[src/rtl/ioctl_pkg.sv]
// Shared types and constants for the ioctl upload server.
package ioctl_pkg;
  typedef enum logic [1:0] {IDLE, READ, DONE} upl_state_t;
  localparam int         IOCTL_AW  = 25;
  localparam logic [7:0] FILL_BYTE = 8'hFF;
endpackage

[src/rtl/upload_req_hs.sv]
// Upload request latch toward hps_io, registered sel edge detect and the
// optional autosave idle timer (built only with UPLOAD_AUTOSAVE_EN defined).
module upload_req_hs #(
  parameter logic [23:0] IDLE_CYC = 24'd2400000
) (
  input  logic clk_sys,
  input  logic reset_n,
  input  logic sel,
  input  logic save_req,
  input  logic mem_wr_mon,
  output logic busy,
  output logic upload_req
);
  logic sel_q, sel_qq;
  logic busy_rise;
  logic save_int;

  // busy has risen one clock ago; the request drops on this clock
  assign busy_rise = sel_q & ~sel_qq;
  assign busy      = sel_q;

`ifdef UPLOAD_AUTOSAVE_EN
  logic        dirty;
  logic        wr_held;
  logic [23:0] idle_cnt;

  // dirty tracking: writes during an upload are held and re-arm afterwards
  always_ff @(posedge clk_sys or negedge reset_n) begin
    if (!reset_n) begin
      dirty    <= 1'b0;
      wr_held  <= 1'b0;
      idle_cnt <= '0;
    end else begin
      if (mem_wr_mon && sel) wr_held <= 1'b1;
      if (mem_wr_mon && !sel) begin
        dirty    <= 1'b1;
        idle_cnt <= IDLE_CYC;
      end else if (wr_held && !sel) begin
        dirty    <= 1'b1;
        idle_cnt <= IDLE_CYC;
        wr_held  <= 1'b0;
      end else if (busy_rise) begin
        dirty    <= 1'b0;
      end else if (dirty && idle_cnt != 24'd0) begin
        idle_cnt <= idle_cnt - 24'd1;
      end
    end
  end

  assign save_int = save_req | (dirty && idle_cnt == 24'd0);
`else
  assign save_int = save_req;
  logic unused_autosave;
  assign unused_autosave = &{1'b0, mem_wr_mon, IDLE_CYC};
`endif

  // request latch: set by a save outside an upload, cleared after busy rises
  always_ff @(posedge clk_sys or negedge reset_n) begin
    if (!reset_n) begin
      sel_q      <= 1'b0;
      sel_qq     <= 1'b0;
      upload_req <= 1'b0;
    end else begin
      sel_q  <= sel;
      sel_qq <= sel_q;
      if (busy_rise)            upload_req <= 1'b0;
      else if (save_int && !sel) upload_req <= 1'b1;
    end
  end
endmodule

[src/rtl/ioctl_upload_server.sv]
// Core-side responder for hps_io uploads: serves byte reads from core memory
// with a fixed-latency read FSM and raises the upload request handshake.
// Optional autosave timer: define UPLOAD_AUTOSAVE_EN.
module ioctl_upload_server
  import ioctl_pkg::*;
#(
  parameter int          AW           = 17,
  parameter int          SIZE         = 8192,
  parameter int          RD_LAT       = 2,
  parameter logic [7:0]  UPLOAD_INDEX = 8'd5,
  parameter logic [23:0] IDLE_CYC     = 24'd2400000
) (
  input  logic                clk_sys,
  input  logic                reset_n,
  input  logic                save_req,
  input  logic                ioctl_upload,
  input  logic [7:0]          ioctl_index,
  input  logic                ioctl_rd,
  input  logic [IOCTL_AW-1:0] ioctl_addr,
  output logic [7:0]          ioctl_din,
  output logic                ioctl_wait,
  output logic                ioctl_upload_req,
  output logic [AW-1:0]       mem_addr,
  output logic                mem_rd,
  input  logic [7:0]          mem_q,
  input  logic                mem_wr_mon,
  output logic                busy
);
  localparam logic [IOCTL_AW-1:0] SIZE_L = IOCTL_AW'(SIZE);
  localparam logic [2:0]          LAT_L  = 3'(RD_LAT);

  upl_state_t state;
  logic [2:0] lat_cnt;
  logic       sel;
  logic       in_range;

  assign sel      = ioctl_upload && (ioctl_index == UPLOAD_INDEX);
  assign in_range = ioctl_addr < SIZE_L;

  upload_req_hs #(.IDLE_CYC(IDLE_CYC)) u_req_hs (
    .clk_sys    (clk_sys),
    .reset_n    (reset_n),
    .sel        (sel),
    .save_req   (save_req),
    .mem_wr_mon (mem_wr_mon),
    .busy       (busy),
    .upload_req (ioctl_upload_req)
  );

  // read FSM: strobe -> memory read -> wait out latency -> return byte
  always_ff @(posedge clk_sys or negedge reset_n) begin
    if (!reset_n) begin
      state      <= IDLE;
      lat_cnt    <= '0;
      mem_addr   <= '0;
      mem_rd     <= 1'b0;
      ioctl_wait <= 1'b0;
      ioctl_din  <= '0;
    end else begin
      mem_rd <= 1'b0;
      case (state)
        IDLE: begin
          if (ioctl_rd && sel) begin
            ioctl_wait <= 1'b1;
            if (in_range) begin
              mem_addr <= ioctl_addr[AW-1:0];
              mem_rd   <= 1'b1;
              lat_cnt  <= LAT_L;
              state    <= READ;
            end else begin
              // past the image: answer with fill, no memory access
              ioctl_din <= FILL_BYTE;
              state     <= DONE;
            end
          end
        end
        READ: begin
          if (!sel) begin
            ioctl_wait <= 1'b0;
            state      <= IDLE;
          end else if (lat_cnt == 3'd0) begin
            ioctl_din  <= mem_q;
            ioctl_wait <= 1'b0;
            state      <= DONE;
          end else begin
            lat_cnt <= lat_cnt - 3'd1;
          end
        end
        DONE: begin
          ioctl_wait <= 1'b0;
          state      <= IDLE;
        end
        default: state <= IDLE;
      endcase
    end
  end
endmodule

[config.mk]
export PLATFORM = sky130hd
export DESIGN_NAME = ioctl_upload_server
export DESIGN_NICKNAME = d
export VERILOG_FILES = /design/src/rtl/ioctl_pkg.sv /design/src/rtl/upload_req_hs.sv /design/src/rtl/ioctl_upload_server.sv
export SDC_FILE = /design/constraint.sdc
export NUM_CORES = 1
export LEC_CHECK = 0
export CORE_MARGIN = 4
export CORE_UTILIZATION = 39
export CTS_BUF_LIST = sky130_fd_sc_hd__clkbuf_4 sky130_fd_sc_hd__clkbuf_8
export DETAILED_ROUTE_END_ITERATION = 8
export PLACE_DENSITY = 0.78
export SETUP_SLACK_MARGIN = 0.1
export SYNTH_ARGS = -nofsm -noshare
export SYNTH_HDL_FRONTEND = slang
export SYNTH_HIERARCHICAL = 1
export SYNTH_SLANG_ARGS = --single-unit
[constraint.sdc]
create_clock -name clk_sys -period 2 [get_ports clk_sys]
set_input_delay 0.4 -clock clk_sys [delete_from_list [all_inputs] [get_ports clk_sys]]
set_output_delay 0.4 -clock clk_sys [all_outputs]
set_load 0.03 [all_outputs]
==> results of run 1 <==
[where the power goes]
part	internal (W)	switching [W]
logic	0.000225	0.000221
registers	0.000745	0.0000258
clock network	0.000313	0.000243
[synth_stat cells]
cell	n	area share
buf_12	1	0.012
mux2_2	18	0.12
or4b_1	1	0.0060
a221oi_1	1	0.0052
buf_6	1	0.0067
mux2i_1	2	0.012
nand4_1	1	0.0037
mux2_1	1	0.0067
o41ai_4	1	0.016
a21boi_0	1	0.0045
or4_4	2	0.013
o311ai_1	1	0.0052
nand3_1	1	0.0030
o211ai_1	3	0.013
nand2_1	10	0.022
dfrtp_1	35	0.52
o21ai_0	1	0.0030
a2bb2oi_2	1	0.0089
nor2_1	2	0.0045
a2bb2oi_1	1	0.0052
or4_1	1	0.0045
clkbuf_1	2	0.0045
a2111o_1	1	0.0067
nor4_2	1	0.0074
nor2b_1	6	0.022
inv_1	11	0.025
nor4b_2	1	0.0089
nor3b_1	1	0.0045
o31ai_1	1	0.0045
ha_1	5	0.037
nor3_1	1	0.0030
and3_1	1	0.0037
a21oi_1	1	0.0030
nor4b_1	2	0.010
nand2b_1	8	0.030
a21o_1	1	0.0045
mux2_4	3	0.027
[flip-flops by register name, summed over array words and instances (netlist names)]
register / cells
mem_addr: 17
ioctl_din: 8
lat_cnt: 3
state: 2
ioctl_wait: 1
mem_rd: 1
u_req_hs/busy: 1
u_req_hs/sel_qq: 1
u_req_hs/upload_req: 1
[cell type report]
| class | instances | area, sq um | area share |
|---|---|---|---|
| Timing Repair Buffer | 108 | 1010 | 0.3374 |
| Multi-Input combinational cell | 82 | 899.6 | 0.3006 |
| Inverter | 11 | 41.29 | 0.01380 |
| Clock inverter | 1 | 7.507 | 0.002508 |
| Sequential cell | 35 | 875.8 | 0.2926 |
| Clock buffer | 7 | 96.34 | 0.03219 |
| Tap cell | 50 | 62.56 | 0.02090 |
[kinds of logic (layout without fill, tap and decap cells)]
family	count (synthesis)	after routing
DFF	35	35
buffers and inverters	15	127
muxes	24	24
AOI/OAI and AO/OA	14	14
adders and majority gates	5	5
and+or+nand+nor	39	39
[final timing paths]
path	from	to	cells after the start	slack, ns
worst max-delay path	ioctl_addr[22]	mem_addr[5]	6	0.05
worst min-delay path	reset_n	ioctl_din[7]	1	0.19
worst max register to register	state[0]	ioctl_din[2]	9	0.10
worst min register to register	u_req_hs/busy	u_req_hs/sel_qq	0	0.43
max in group asynchronous	reset_n	mem_addr[10]	1	1.33
min in group clk_sys	u_req_hs/busy	u_req_hs/sel_qq	0	0.43
[metal layers]
layer / global-route usage / up-vias / routed length [microns]
met5: 0 / - / 0
met4: 0.03622 / 0 / 49
met3: 0.04241 / 6 / 289
met2: 0.3356 / 61 / 2594
met1: 0.1972 / 696 / 1876
li1: - / 687 / -
[through the flow]
stage	hold WS [ns]	power (W)	TNS [ns]
after floorplan	0.1044	0.0009814	-1.139
after global placement	0.4074	0.001166	-15.48
after detailed placement	0.4150	0.001183	-16.49
after CTS	0.2132	0.001755	0
after global routing	0.2353	0.001860	0
final	0.1855	0.001773	0
[repair_timing]
action                                  CTS  global route
cloned                                    2             0
buffers inserted                          8             6
endpoints found under the setup margin   32            31
resized for setup                        64            16
pin swaps                                13            11
==> results.sh, run 1 <==
export IMPL_worst_slew_pin_transition_ns=0.7450
export IMPL_cts_hold_buf=0
export IMPL_placed_area_sq_mm=0.002625
export IMPL_portBuffers=74
export IMPL_syn_inst=132
export IMPL_layout_common_cells="clkdlybuf4s50_1 (53), dfrtp_1 (35), buf_4 (29), mux2_4 (19)"
export IMPL_cts_root_buf="clkbuf_8"
export IMPL_vias=1450
export IMPL_yosysSeqAreaShare=0.5212
export IMPL_cp_slowest_stage_delay_ns=0.56
export IMPL_endpoint_kind="flop"
export IMPL_power_leakage_nw=1.402
export IMPL_synth_seq_cells=35
export IMPL_cts_tree="done"
export IMPL_status="finished clean"
export IMPL_power_density_mw_per_mm2=592.4
export IMPL_nNetsFinal=295
export IMPL_grt_use_total=0.1766
export IMPL_drcViolationCount=0
export IMPL_setup_viol=0
export IMPL_ir_worst_vdd_mv=0.4685
export IMPL_synth_distinct_cells=37
export IMPL_skew_ns=0.005057
export IMPL_initial_utilization=0.4112
export IMPL_synth_nets=184
export IMPL_worst_setup_path_start_kind="input pin"
export IMPL_synth_warnings=6
export IMPL_cp_data_arrival_time_ns=2.11
export IMPL_preCtsSetupSlack_ns=-0.6851
export IMPL_core_area_sq_mm=0.004086
export IMPL_antenna_diode_count=0
export IMPL_syn_to_final_growth_pct=78.11
export IMPL_fmax_mhz=513.6
export IMPL_die_area_sq_mm=0.005423
export IMPL_hold_violations=0
export IMPL_grt_pass1_vias=1571
export IMPL_drt_iter0_drc=77
export IMPL_drive_above_1_share=0.3934
export IMPL_fp_dieH_microns=73.64
export IMPL_crit_path_top_delay_cell="or4_4"
export IMPL_netlist_area_sq_mm=0.001680
export IMPL_fin_area_sq_mm=0.002993
export IMPL_min_period_ns=1.947
export IMPL_dp_hpwl_microns=3354
export IMPL_fin_ws_ns=0.05299
export IMPL_synth_xor_area_frac=0
export IMPL_cp_cell_sequence="buf_6 > or4_4 > nor4_4 > and3_4 > buf_12 > mux2_4"
export IMPL_gp_congestion=0.8492
export IMPL_synth_compound_area_frac=0.08042
export IMPL_first_pass_iters=4
export IMPL_required_ns=2.16
export IMPL_final_antenna_net_count=0
export IMPL_final_max_slew_viol_count=0
export IMPL_clock_sinks=35
export IMPL_crit_family="simple AND/OR/NAND/NOR gates"
export IMPL_fillerInstances=273
export IMPL_hold_class="input pin to asynchronous set/reset pin"
export IMPL_syn_area_per_cell_sq_um=12.73
export IMPL_grt_pass1_wl_microns=7355
export IMPL_die_w_microns=73.64
export IMPL_final_instance_count_excl_fill=294
export IMPL_finalCritPeriodShare=0.9735
export IMPL_synthSimpleGateAreaFrac=0.1474
export IMPL_cts_buffers=5
export IMPL_htreeDepth=2
export IMPL_critPathKind="input pin to flop"
export IMPL_path_buf_inv=2
export IMPL_final_common_cell="clkdlybuf4s50_1"
export IMPL_synth_fa_ha_area_frac=0.03723
export IMPL_antenna_found_initial=0
export IMPL_clkSlewWorstSetupHoldPaths_ns=0.07
export IMPL_synthMuxAreaShare=0.1660
export IMPL_path_max_fanout=5
export IMPL_routed_wl_microns=4810
export IMPL_slew_headroom=0.5034
export IMPL_rsz0062_at_grt="true"
export IMPL_final_util=0.7324
export IMPL_num_rows=23
export IMPL_placedCellCount=272
export IMPL_post_drt_wl_per_cell_microns=16.36
export IMPL_maxCapViolCount=0
export IMPL_io_pins=76
export IMPL_cts_buffer_depth=2
export IMPL_vias_per_cell=4.932
export IMPL_synth_top_family_by_area="multiplexers"
export IMPL_clkLatencyLatePin_ns=0.27
export IMPL_grt_overflow_total=0
export IMPL_grt_max_degree=36
Power figures use the tool's default switching activity.
==> run 2: changes to the inputs <==
--- a/config.mk
+++ b/config.mk
@@ -6,10 +6,9 @@
 export NUM_CORES = 1
 export LEC_CHECK = 0
 export CORE_MARGIN = 4
-export CORE_UTILIZATION = 39
-export CTS_BUF_LIST = sky130_fd_sc_hd__clkbuf_4 sky130_fd_sc_hd__clkbuf_8
+export CORE_UTILIZATION = 37
 export DETAILED_ROUTE_END_ITERATION = 8
-export PLACE_DENSITY = 0.78
+export PLACE_DENSITY = 0.74
 export SETUP_SLACK_MARGIN = 0.1
 export SYNTH_ARGS = -nofsm -noshare
 export SYNTH_HDL_FRONTEND = slang
==> run 2 against run 1 <==
Net effect: hold slack got worse by 0.0011 ns; routed wire length down 6.2%; global-route usage decreased by 1.7 points; count of clock-buffer cells in the layout decreased by 1; non-clock buffer count is 3 lower.
==> results.sh, run 2 (synthesis results as in run 1) <==
export IMPL_finalCritPeriodShare=0.9859
export IMPL_htreeDepth=2
export IMPL_path_max_fanout=7
export IMPL_fin_area_sq_mm=0.002948
export IMPL_initial_utilization=0.3833
export IMPL_rsz0062_at_grt="true"
export IMPL_final_antenna_net_count=0
export IMPL_cp_data_arrival_time_ns=2.15
export IMPL_setup_viol=0
export IMPL_die_area_sq_mm=0.005684
export IMPL_layout_common_cells="clkdlybuf4s50_1 (53), dfrtp_1 (35), buf_4 (25), mux2_4 (20), nand2_1 (10)"
export IMPL_cts_tree="done"
export IMPL_dp_hpwl_microns=3008
export IMPL_portBuffers=74
export IMPL_final_common_cell="clkdlybuf4s50_1"
export IMPL_endpoint_kind="flop"
export IMPL_grt_use_total=0.1595
export IMPL_power_density_mw_per_mm2=577.5
export IMPL_fillerInstances=328
export IMPL_cts_root_buf="clkbuf_8"
export IMPL_nNetsFinal=292
export IMPL_worst_slew_pin_transition_ns=0.7670
export IMPL_status="finished clean"
export IMPL_fmax_mhz=507.1
export IMPL_required_ns=2.17
export IMPL_clock_sinks=35
export IMPL_power_leakage_nw=1.393
export IMPL_p_total_w=0.001702
export IMPL_cts_buffers=5
export IMPL_cts_buffer_depth=2
export IMPL_skew_ns=0.007685
export IMPL_worst_setup_path_start_kind="input pin"
export IMPL_die_w_microns=75.39
export IMPL_grt_pass1_vias=1448
export IMPL_gp_congestion=0.8089
export IMPL_largest_register="mem_addr"
export IMPL_io_pins=76
export IMPL_first_pass_iters=4
export IMPL_vias=1451
export IMPL_placed_area_sq_mm=0.002635
export IMPL_grt_overflow_total=0
export IMPL_maxCapViolCount=0
export IMPL_cts_hold_buf=0
export IMPL_hold_violations=0
export IMPL_preCtsSetupSlack_ns=-0.5821
export IMPL_num_rows=24
export IMPL_routed_wl_microns=4512
export IMPL_fp_dieH_microns=75.39
export IMPL_ir_worst_vdd_mv=0.4352
export IMPL_drcViolationCount=0
export IMPL_placedCellCount=275
export IMPL_drt_iter0_drc=54
export IMPL_drive_above_1_share=0.3942
export IMPL_hold_class="input pin to asynchronous set/reset pin"
export IMPL_slew_headroom=0.4887
export IMPL_vias_per_cell=4.952
export IMPL_clkSlewWorstSetupHoldPaths_ns=0.07
export IMPL_post_drt_wl_per_cell_microns=15.40
export IMPL_clkLatencyLatePin_ns=0.28
export IMPL_setup_tns_ns=0
export IMPL_fin_ws_ns=0.02814
export IMPL_largest_register_ffs=17
export IMPL_antenna_found_initial=0
export IMPL_final_max_slew_viol_count=0
export IMPL_syn_to_final_growth_pct=75.43
export IMPL_core_area_sq_mm=0.004384
export IMPL_grt_pass1_wl_microns=6755
export IMPL_grt_max_degree=36
export IMPL_min_period_ns=1.972
export IMPL_reg_top3="mem_addr: 17 flops, ioctl_din: 8 flops, lat_cnt: 3 flops"
export IMPL_final_instance_count_excl_fill=293
export IMPL_critPathKind="input pin to flop"
export IMPL_antenna_diode_count=0
run 2: cell type report:
| cell class | count | area, sq um | area share |
|---|---|---|---|
| Tap cell | 52 | 65.06 | 0.02207 |
| Multi-Input combinational cell | 82 | 912.1 | 0.3094 |
| Clock inverter | 2 | 12.51 | 0.004244 |
| Timing Repair Buffer | 105 | 968.4 | 0.3285 |
| Clock buffer | 6 | 72.57 | 0.02462 |
| Sequential cell | 35 | 875.8 | 0.2971 |
| Inverter | 11 | 41.29 | 0.01401 |
run 2: final timing paths:
check | endpoint | from | slack [ns] | cells after the start
setup / recovery | mem_addr[8] | ioctl_addr[23] | 0.03 | 7
hold / removal | ioctl_wait | reset_n | 0.18 | 1
setup reg to reg | ioctl_din[7] | state[0] | 0.18 | 8
hold reg to reg | u_req_hs/sel_qq | u_req_hs/busy | 0.43 | 0
max in group asynchronous | ioctl_din[3] | reset_n | 1.32 | 1
min in group clk_sys | u_req_hs/sel_qq | u_req_hs/busy | 0.43 | 0
run 2: metal layers:
metal	GRT usage	wire length, microns	vias up
met5	0	0	-
met2	0.2627	2182	70
li1	-	-	685
met4	0.05243	53	0
met1	0.2002	1905	689
met3	0.04881	371	7
run 2: critical path: stages:
cell      delay, ns
clkbuf_2       0.08
or4_4          0.54
nor4_4         0.33
and3_4         0.25
buf_12         0.12
buf_8          0.12
mux2_4         0.30
run 2: stage by stage:
step           hold slack (ns)  utilization
2_1_floorplan           0.1044            -
3_3_place_gp            0.4074       0.6010
3_5_place_dp            0.4107       0.6010
4_1_cts                 0.2175       0.6587
5_1_grt                 0.2550       0.6724
6_report                0.1844       0.6724
run 2: repair_timing:
item,4_1_cts,5_1_grt
pin swaps,10,12
buffers inserted,8,2
endpoints found under the setup margin,31,27
resized for setup,63,27
run 2: power by group:
| group | switching [W] | internal [W] | total [W] |
|---|---|---|---|
| sequential | 0.0000284 | 0.000745 | 0.000773 |
| clock | 0.000252 | 0.000243 | 0.000495 |
| combinational | 0.000215 | 0.000219 | 0.000434 |
